**src/rtl/decode_stage.sv**
```systemverilog
// decode_stage: registered RV32I decode stage with a 2-entry skid buffer.
//
// Splits the incoming instruction into its fields, builds the sign-extended
// XLEN immediate, classifies the format, flags illegal encodings and drives
// the register enables. Decode is combinational on in_instr. The decoded
// bundle is stored in OUT, or in SKID when OUT is stalled, so the stage can
// accept one instruction per cycle even while the consumer applies
// backpressure.
//
// Optional feature: define DECODE_MEXT_EN to accept OP encodings with
// funct7=0000001 (M extension) as legal R-type and raise is_muldiv.
//
// Ports:
//   clock, reset_n        rising-edge clock, synchronous active-low reset
//   flush                 discard every buffered instruction
//   in_valid/in_ready     fetch handshake (in_ready is registered)
//   in_instr, in_pc       instruction word and its address
//   out_valid/out_ready   downstream handshake
//   out_pc, rs1, rs2, rd, opcode, funct3, funct7   raw fields of OUT
//   imm, fmt              immediate and format (0=R 1=I 2=S 3=B 4=U 5=J 7=illegal)
//   rs1_en, rs2_en, rd_we register read/write enables
//   illegal, is_muldiv    classification flags
module decode_stage #(
    parameter int XLEN = 32,
    parameter int PC_W = 32
) (
    input  logic            clock,
    input  logic            reset_n,
    input  logic            flush,
    input  logic            in_valid,
    output logic            in_ready,
    input  logic [31:0]     in_instr,
    input  logic [PC_W-1:0] in_pc,
    output logic            out_valid,
    input  logic            out_ready,
    output logic [PC_W-1:0] out_pc,
    output logic [4:0]      rs1,
    output logic [4:0]      rs2,
    output logic [4:0]      rd,
    output logic [6:0]      opcode,
    output logic [2:0]      funct3,
    output logic [6:0]      funct7,
    output logic [XLEN-1:0] imm,
    output logic [2:0]      fmt,
    output logic            rs1_en,
    output logic            rs2_en,
    output logic            rd_we,
    output logic            illegal,
    output logic            is_muldiv
);

    localparam logic [2:0] FMT_R   = 3'd0;
    localparam logic [2:0] FMT_I   = 3'd1;
    localparam logic [2:0] FMT_S   = 3'd2;
    localparam logic [2:0] FMT_B   = 3'd3;
    localparam logic [2:0] FMT_U   = 3'd4;
    localparam logic [2:0] FMT_J   = 3'd5;
    localparam logic [2:0] FMT_BAD = 3'd7;

    // The raw instruction is kept so the field outputs are plain slices.
    typedef struct packed {
        logic [PC_W-1:0] pc;
        logic [31:0]     instr;
        logic [XLEN-1:0] imm;
        logic [2:0]      fmt;
        logic            rs1_en;
        logic            rs2_en;
        logic            rd_we;
        logic            illegal;
        logic            is_muldiv;
    } bundle_t;

    typedef enum logic [1:0] {EMPTY, ONE, TWO} state_t;

    state_t  state, next_state;
    bundle_t dec, out_q, skid_q;
    logic    load_out, load_skid, skid_to_out;
    logic    in_fire, out_fire;

    logic [6:0]  op_c, f7_c;
    logic [2:0]  f3_c, fmt_c;
    logic        md_c;
    logic [31:0] imm32;

    // ---------------- combinational decode ----------------
    always_comb begin
        op_c  = in_instr[6:0];
        f3_c  = in_instr[14:12];
        f7_c  = in_instr[31:25];
        fmt_c = FMT_BAD;
        md_c  = 1'b0;
        imm32 = '0;

        // Every legal opcode ends in 2'b11, so the compressed-space check
        // falls out of matching the full 7-bit opcode.
        case (op_c)
            7'b0110111, 7'b0010111: fmt_c = FMT_U;
            7'b1101111:             fmt_c = FMT_J;
            7'b1100111:             if (f3_c == 3'b000) fmt_c = FMT_I;
            7'b1100011:             if (f3_c != 3'b010 && f3_c != 3'b011) fmt_c = FMT_B;
            7'b0000011:             if (f3_c != 3'b011 && f3_c != 3'b110 && f3_c != 3'b111) fmt_c = FMT_I;
            7'b0100011:             if (f3_c <= 3'b010) fmt_c = FMT_S;
            7'b0010011: begin
                // Shift-immediates reuse funct7 as an opcode extension.
                if (f3_c == 3'b001) begin
                    if (f7_c == 7'b0000000) fmt_c = FMT_I;
                end else if (f3_c == 3'b101) begin
                    if (f7_c == 7'b0000000 || f7_c == 7'b0100000) fmt_c = FMT_I;
                end else begin
                    fmt_c = FMT_I;
                end
            end
            7'b0110011: begin
                if (f7_c == 7'b0000000) fmt_c = FMT_R;
                else if (f7_c == 7'b0100000 && (f3_c == 3'b000 || f3_c == 3'b101)) fmt_c = FMT_R;
`ifdef DECODE_MEXT_EN
                else if (f7_c == 7'b0000001) begin
                    fmt_c = FMT_R;
                    md_c  = 1'b1;
                end
`endif
            end
            7'b0001111, 7'b1110011: fmt_c = FMT_I;
            default:                fmt_c = FMT_BAD;
        endcase

        case (fmt_c)
            FMT_I:   imm32 = {{20{in_instr[31]}}, in_instr[31:20]};
            FMT_S:   imm32 = {{20{in_instr[31]}}, in_instr[31:25], in_instr[11:7]};
            FMT_B:   imm32 = {{19{in_instr[31]}}, in_instr[31], in_instr[7],
                              in_instr[30:25], in_instr[11:8], 1'b0};
            FMT_U:   imm32 = {in_instr[31:12], 12'b0};
            FMT_J:   imm32 = {{11{in_instr[31]}}, in_instr[31], in_instr[19:12],
                              in_instr[20], in_instr[30:21], 1'b0};
            default: imm32 = '0;
        endcase

        dec           = '0;
        dec.pc        = in_pc;
        dec.instr     = in_instr;
        dec.fmt       = fmt_c;
        // Sign-extending cast widens the 32-bit immediate to XLEN.
        dec.imm       = XLEN'($signed(imm32));
        dec.illegal   = (fmt_c == FMT_BAD);
        dec.rs1_en    = (fmt_c == FMT_R) || (fmt_c == FMT_I) || (fmt_c == FMT_S) || (fmt_c == FMT_B);
        dec.rs2_en    = (fmt_c == FMT_R) || (fmt_c == FMT_S) || (fmt_c == FMT_B);
        dec.rd_we     = ((fmt_c == FMT_R) || (fmt_c == FMT_I) || (fmt_c == FMT_U) || (fmt_c == FMT_J))
                        && (in_instr[11:7] != 5'd0);
        dec.is_muldiv = md_c;
    end

    // ---------------- handshake FSM ----------------
    assign out_valid = (state != EMPTY);
    assign in_fire   = in_valid & in_ready;
    assign out_fire  = out_valid & out_ready;

    always_comb begin
        next_state  = state;
        load_out    = 1'b0;
        load_skid   = 1'b0;
        skid_to_out = 1'b0;
        if (flush) begin
            next_state = EMPTY;
        end else begin
            case (state)
                EMPTY: if (in_fire) begin
                    next_state = ONE;
                    load_out   = 1'b1;
                end
                ONE: begin
                    if (in_fire && out_fire) begin
                        load_out = 1'b1;
                    end else if (in_fire) begin
                        next_state = TWO;
                        load_skid  = 1'b1;
                    end else if (out_fire) begin
                        next_state = EMPTY;
                    end
                end
                TWO: if (out_fire) begin
                    next_state  = ONE;
                    skid_to_out = 1'b1;
                end
                default: next_state = EMPTY;
            endcase
        end
    end

    always_ff @(posedge clock) begin
        if (!reset_n) begin
            state    <= EMPTY;
            in_ready <= 1'b0;
            out_q    <= '0;
            skid_q   <= '0;
        end else begin
            state    <= next_state;
            // Registered ready: low exactly while both entries are occupied.
            in_ready <= (next_state != TWO);
            if (load_out)         out_q <= dec;
            else if (skid_to_out) out_q <= skid_q;
            if (load_skid)        skid_q <= dec;
        end
    end

    // ---------------- bundle outputs ----------------
    assign out_pc    = out_q.pc;
    assign rs1       = out_q.instr[19:15];
    assign rs2       = out_q.instr[24:20];
    assign rd        = out_q.instr[11:7];
    assign opcode    = out_q.instr[6:0];
    assign funct3    = out_q.instr[14:12];
    assign funct7    = out_q.instr[31:25];
    assign imm       = out_q.imm;
    assign fmt       = out_q.fmt;
    assign rs1_en    = out_q.rs1_en;
    assign rs2_en    = out_q.rs2_en;
    assign rd_we     = out_q.rd_we;
    assign illegal   = out_q.illegal;
    assign is_muldiv = out_q.is_muldiv;

endmodule
```
**config.mk**
```make
export PLATFORM = sky130hd
export DESIGN_NAME = decode_stage
export DESIGN_NICKNAME = d
export VERILOG_FILES = /design/src/rtl/decode_stage.sv
export SDC_FILE = /design/constraint.sdc
export NUM_CORES = 1
export LEC_CHECK = 0
export ABC_AREA = 1
export CORE_UTILIZATION = 40
export CTS_CLUSTER_DIAMETER = 40
export DETAILED_ROUTE_END_ITERATION = 8
export PLACE_DENSITY_LB_ADDON = 0.08
export SLEW_MARGIN = 0
export SYNTH_ARGS = -nofsm -noshare
export SYNTH_HDL_FRONTEND = slang
export SYNTH_SLANG_ARGS = --single-unit
```
**constraint.sdc**
```tcl
create_clock -name clock -period 5.28 [get_ports clock]
set_clock_uncertainty 0.2 [all_clocks]
set_input_delay 0.528 -clock clock [delete_from_list [all_inputs] [get_ports clock]]
set_output_delay 0.528 -clock clock [all_outputs]
set_load 0.02 [all_outputs]
```
=== After elaboration in Yosys (flattened, before gate mapping) ===
Cells that the tools add are included.

* Logic and storage cells: 103
* Register bits after elaboration: 209

* Eq/ne operators: 27
* Magnitude comparators: 1
* Bitwise operators: 2
* Mux-type cells: 31
* Reductions and logical operators: 24

{| class="wikitable"
|+ Operators with widths
! cell !! count
|-
| $mux 104 || 2
|-
| $pmux 32 s5 || 1
|-
| $mux 3 || 10
|-
| $eq 7x6->1 const B || 4
|-
| $eq 7x7->1 const B || 4
|-
| $pmux 3 s9 || 1
|-
| $eq 7x5->1 const B || 2
|-
| $eq 3x3->1 const B || 4
|-
| $mux 2 || 6
|-
| $logic_or 1x1->1 || 9
|-
| $mux 1 || 9
|-
| $eq 7x2->1 const B || 1
|-
| $eq 7x4->1 const B || 1
|-
| $logic_not 7->1 || 1
|-
| $eq 3x1->1 const B || 2
|-
| $eq 3x2->1 const B || 2
|-
| $logic_and 1x1->1 || 6
|-
| $logic_not 3->1 || 2
|-
| $ne 3x2->1 const B || 2
|-
| $ne 3x3->1 const B || 2
|-
| $pmux 2 s3 || 1
|-
| $reduce_bool 5->1 || 1
|-
| $reduce_bool 2->1 || 2
|-
| $reduce_or 2->1 || 2
|-
| 7 further kinds || 8
|}

=== Depth between registers and ports, before layout ===
* Depth in word-level cells: 12
* Depth in mapped cells: 16
* Mapped depth without buffers: 15

=== Worst setup path before layout ===
No wires, ideal clock.

* Kind: input -> register
* Start: input in_instr[31]
* End: register out_q, in the netlist imm[18]
* Setup time: 109 ps
* Stages on the path: 16
* Setup slack: 3098 ps
* Required time: 4971 ps
* Arrival time: 1873 ps
* Cell sequence: buf_6 -> nor2_4 -> nand2_1 -> inv_1 -> nand2_1 -> nor2_1 -> nor2_1 -> nor2_1 -> nand3_4 -> nand3_4 -> nor2_4 -> inv_2 -> buf_6 -> nand4_1 -> nand2_1 -> inv_1

* Word-level cells in the longest chain between the ends: 9

{| class="wikitable"
|+ RTL lines
! what !! line !! text
|-
| start, declared || 32 || <nowiki>input logic [31:0] in_instr,</nowiki>
|-
| $eq 7x6->1 / $logic_not 7->1 (equally long branches) || n/a ||
|-
| $logic_or 1x1->1 || 108 || <nowiki>if (f7_c == 7'b0000000 || f7_c == 7'b0100000) fmt_c = FMT_I;</nowiki>
|-
| $mux 3 || 108 ||
|-
| $mux 3 || 107 || <nowiki>end else if (f3_c == 3'b101) begin</nowiki>
|-
| $mux 3 || 105 || <nowiki>if (f3_c == 3'b001) begin</nowiki>
|-
| $pmux 3 s9 || 96 || <nowiki>case (op_c)</nowiki>
|-
| $eq 3x3->1, or another cell as far along || 127 || <nowiki>case (fmt_c)</nowiki>
|-
| $pmux 32 s5 (*) || 127 ||
|-
| $mux 104 (*) || 199 || <nowiki>if (load_out) out_q <= dec;</nowiki>
|-
| end signal, assigned || 200 || <nowiki>else if (skid_to_out) out_q <= skid_q;</nowiki>
|-
| end, declared || 76 || <nowiki>bundle_t dec, out_q, skid_q;</nowiki>
|}

Mark *: on every way between the ends. The rest lies on a longest branch, timed or not.
A chain may end at the register's enable or synchronous reset.

=== Worst setup path in the final report ===
* Start: input flush
* End: register out_q, in the netlist out_pc[26]

* Word-level cells in the longest chain between the ends: 2

{| class="wikitable"
|+ RTL lines
! what !! line !! text
|-
| start, declared || 29 || <nowiki>input logic flush,</nowiki>
|-
| $mux 1 || 162 || <nowiki>if (flush) begin</nowiki>
|-
| $mux 104 / $reduce_bool 2->1 (equally long branches) || n/a ||
|}

Parallel ways exist; a longest one is shown, timed or not.

==> impl_metrics.env <==
export IMPL_synth_top_area_cell="dfxtp_1"
export IMPL_hpwl_mm=17.11
export IMPL_slew_headroom=0.3492
export IMPL_placed_cells=1657
export IMPL_critical_path_max_stage_delay_ns=0.72
export IMPL_synth_nets=1347
export IMPL_die_x_um=153.1
export IMPL_post_synth_top_area_fraction=0.4581
export IMPL_critPathArrivalTime_ns=3.67
export IMPL_worstPathRequired_ns=5.50
export IMPL_postSynthAreaPerCell_um2=7.147
export IMPL_critical_path_class="input pin to register"
export IMPL_yosysSeqAreaShare=0.4581
export IMPL_core_um2=22090
export IMPL_via_count=8834
export IMPL_netlist_top_cells_count="nand2_1 (332), dfxtp_1 (209), nor2_1 (180)"
export IMPL_grt_max_degree=87
export IMPL_antenna_found_initial=0
export IMPL_hold_class="register to register"
export IMPL_port_buffers=173
export IMPL_dieArea_um2=23440
export IMPL_utilization=0.5503
export IMPL_switching_share=0.2308
export IMPL_cp_buffers_inverters=5
export IMPL_status="finished, final reports clean"
export IMPL_area_growth_pct=33.12
export IMPL_holdBufCountCts=0
export IMPL_cp_max_fo=47
export IMPL_synth_cell_type_count=37
export IMPL_finalSetupTns_ns=0
export IMPL_finalSetupViolations=0
export IMPL_cts_sinks=209
export IMPL_rrSetupSlack_ns=2.04
export IMPL_std_cell_rows=54
export IMPL_yosys_top_cells_area="dfxtp_1 (46%), nand2_1 (14%), nor2_1 (7.4%)"
export IMPL_antenna_left=0
export IMPL_fin_nets=1484
export IMPL_dr_pass1_iters=5
export IMPL_track_usage=0.2355
export IMPL_ys_async_sr_fraction=0
export IMPL_drc=0
export IMPL_start_util=0.4134
export IMPL_crit_family="buffers and inverters"
export IMPL_fin_cells=1718
export IMPL_cts_buffers=36
export IMPL_fmax_mhz=290.0
export IMPL_critPathSlowestCell="inv_2"
export IMPL_finalHoldViolCount=0
export IMPL_finalMaxSlewViolations=0
export IMPL_maxCapViolCount=0
export IMPL_startpoint_type="input pin"
export IMPL_grt_pass1_vias=8234
export IMPL_dr_first_iter_drc_count=605
export IMPL_cts_root_buf="clkbuf_16"
export IMPL_leakagePower_nw=4.933
export IMPL_antennaDiodeCount=0
export IMPL_pwr_density_cell_nw_per_um2=355.3
export IMPL_insertion_delay_ns=0.50
export IMPL_clk_pin_slew_ns=0.05
export IMPL_switching_power_mw=0.9970
export IMPL_synth_edf_count=0
export IMPL_avgRoutedWirePerCell_um=16.05
export IMPL_pin_count=175
export IMPL_p_comb_frac=0.081
export IMPL_die_y_um=153.1
export IMPL_ys_flop_type="dfxtp_1"
export IMPL_overflow=0
export IMPL_synth_cells=1278
export IMPL_end_kind="register"
export IMPL_htree_levels=2
export IMPL_cts_resized_gates=0
export IMPL_ys_ff_latch=209
export IMPL_period_needed_ns=3.448
export IMPL_post_cts_buffers=0
export IMPL_drt_total_wl_mm=27.57
export IMPL_ir_drop_v=0.0002074
export IMPL_grt_first_pass_wirelength_mm=44.82
export IMPL_cp_cell_sequence="clkdlybuf4s50_1 -> nor4_4 -> buf_4 -> inv_2 -> nand2_1 -> inv_2 -> buf_4 -> nand2_1 -> a31oi_1"
export IMPL_grt_setup_unrepaired="false"
export IMPL_post_route_period_util=0.6530
export IMPL_yosysMostFrequentCell="nand2_1"
export IMPL_clockBufferDepth=3
export IMPL_cts_tree="built"
export IMPL_clkPwrFrac=0.540
export IMPL_yosysWarningCount=0
export IMPL_worst_pin_slew_ns=0.9761
export IMPL_gp_congestion=0.8672
export IMPL_drive_gt1_frac=0.08414
export IMPL_avgViaCountPerCell=5.142
export IMPL_seq_power_share=0.379
export IMPL_power_internal_mw=3.323
export IMPL_syn_area_um2=9134
-- path summary, 6_finish.rpt --
check | startpoint | endpoint | cells past startpoint
setup / recovery | flush | out_pc[26] | 9
hold / removal | skid_q[4] | skid_q[4] | 2
setup reg to reg | state[0] | out_pc[26] | 8
hold reg to reg | skid_q[4] | skid_q[4] | 2
-- final cells by class --
type                            instances  area (um^2)
Sequential cell                       209         4184
Clock inverter                         10        158.9
Fill cell                            2109         9935
Tap cell                              280        350.3
Inverter                              106        400.4
Timing Repair Buffer                  184         1822
Clock buffer                           51         1049
Multi-Input combinational cell        878         4195
-- layer usage --
| metal | GRT usage | part of all wire | vias to the layer above |
|---|---|---|---|
| met4 | 0.05964 | 0.019 | 0 |
| met5 | 0 | 0 | - |
| met2 | 0.3744 | 0.45 | 228 |
| li1 | - | - | 4440 |
| met3 | 0.05642 | 0.062 | 41 |
| met1 | 0.3191 | 0.47 | 4125 |
-- power by group through the flow --
| stage | registers [mW] | clock network [mW] | logic, mW |
|---|---|---|---|
| after global routing | 1.64 | 2.43 | 0.379 |
| after detailed placement | 1.67 | 0 | 0.348 |
| after CTS | 1.64 | 2.37 | 0.350 |
| after global placement | 1.67 | 0 | 0.346 |
| final | 1.64 | 2.33 | 0.349 |
| after floorplan | 1.70 | 0 | 0.145 |
-- cells by family after synthesis --
kind of cell,share of synthesized area
AO/OA/AOI/OAI,0.1736
buffers and inverters,0.08342
flip-flops,0.4581
other,0.0004106
AND/OR/NAND/NOR,0.2845
-- cells in the final DEF (no fill, tap or decap), types with 2 or more instances in the layout --
cell               n
a21oi_1           51
a22o_1             7
a31oi_1           86
buf_4             10
bufinv_16          4
clkbuf_1           7
clkbuf_16         37
clkbuf_8           7
clkdlybuf4s50_1  172
clkinv_2           3
clkinvlp_4         2
dfxtp_1          209
inv_1             91
inv_2             14
nand2_1          332
nand2_2            6
nand3_1           20
nand3_2            4
nand3_4            7
nand4_1           20
nor2_1           179
nor2_2             9
nor2_4             7
nor2_8             2
nor3_1             7
o211ai_1           8
o211ai_2           3
o21ai_0           95
o21ai_1           24
-- sequential cells by signal, indices dropped and copies added, names as in the netlist, 2 cells and up --
register and count:
fmt 3, funct3 3, funct7 7, imm 32, opcode 7, out_pc 32
rd 5, rs1 5, rs2 5, skid_q 103, state 2
-- worst min-delay path, stage by stage (launching register included) --
cell     delay (ns)
dfxtp_1        0.30
nand2_1        0.06
a21oi_1        0.05
-- through the flow --
step           hold slack [ns]  total power [mW]  area [um^2]  worst slack (ns)
6_report                0.2677             4.320        12160             1.832
5_1_grt                 0.2935             4.449        12160             1.532
4_1_cts                 0.2635             4.353        12160             1.843
3_5_place_dp            0.2556             2.015        10950             1.367
3_3_place_gp            0.2504             2.014        10950             1.466
2_1_floorplan           0.2422             1.843         9134             3.098
Note: power is estimated with default switching activity, not from simulation.
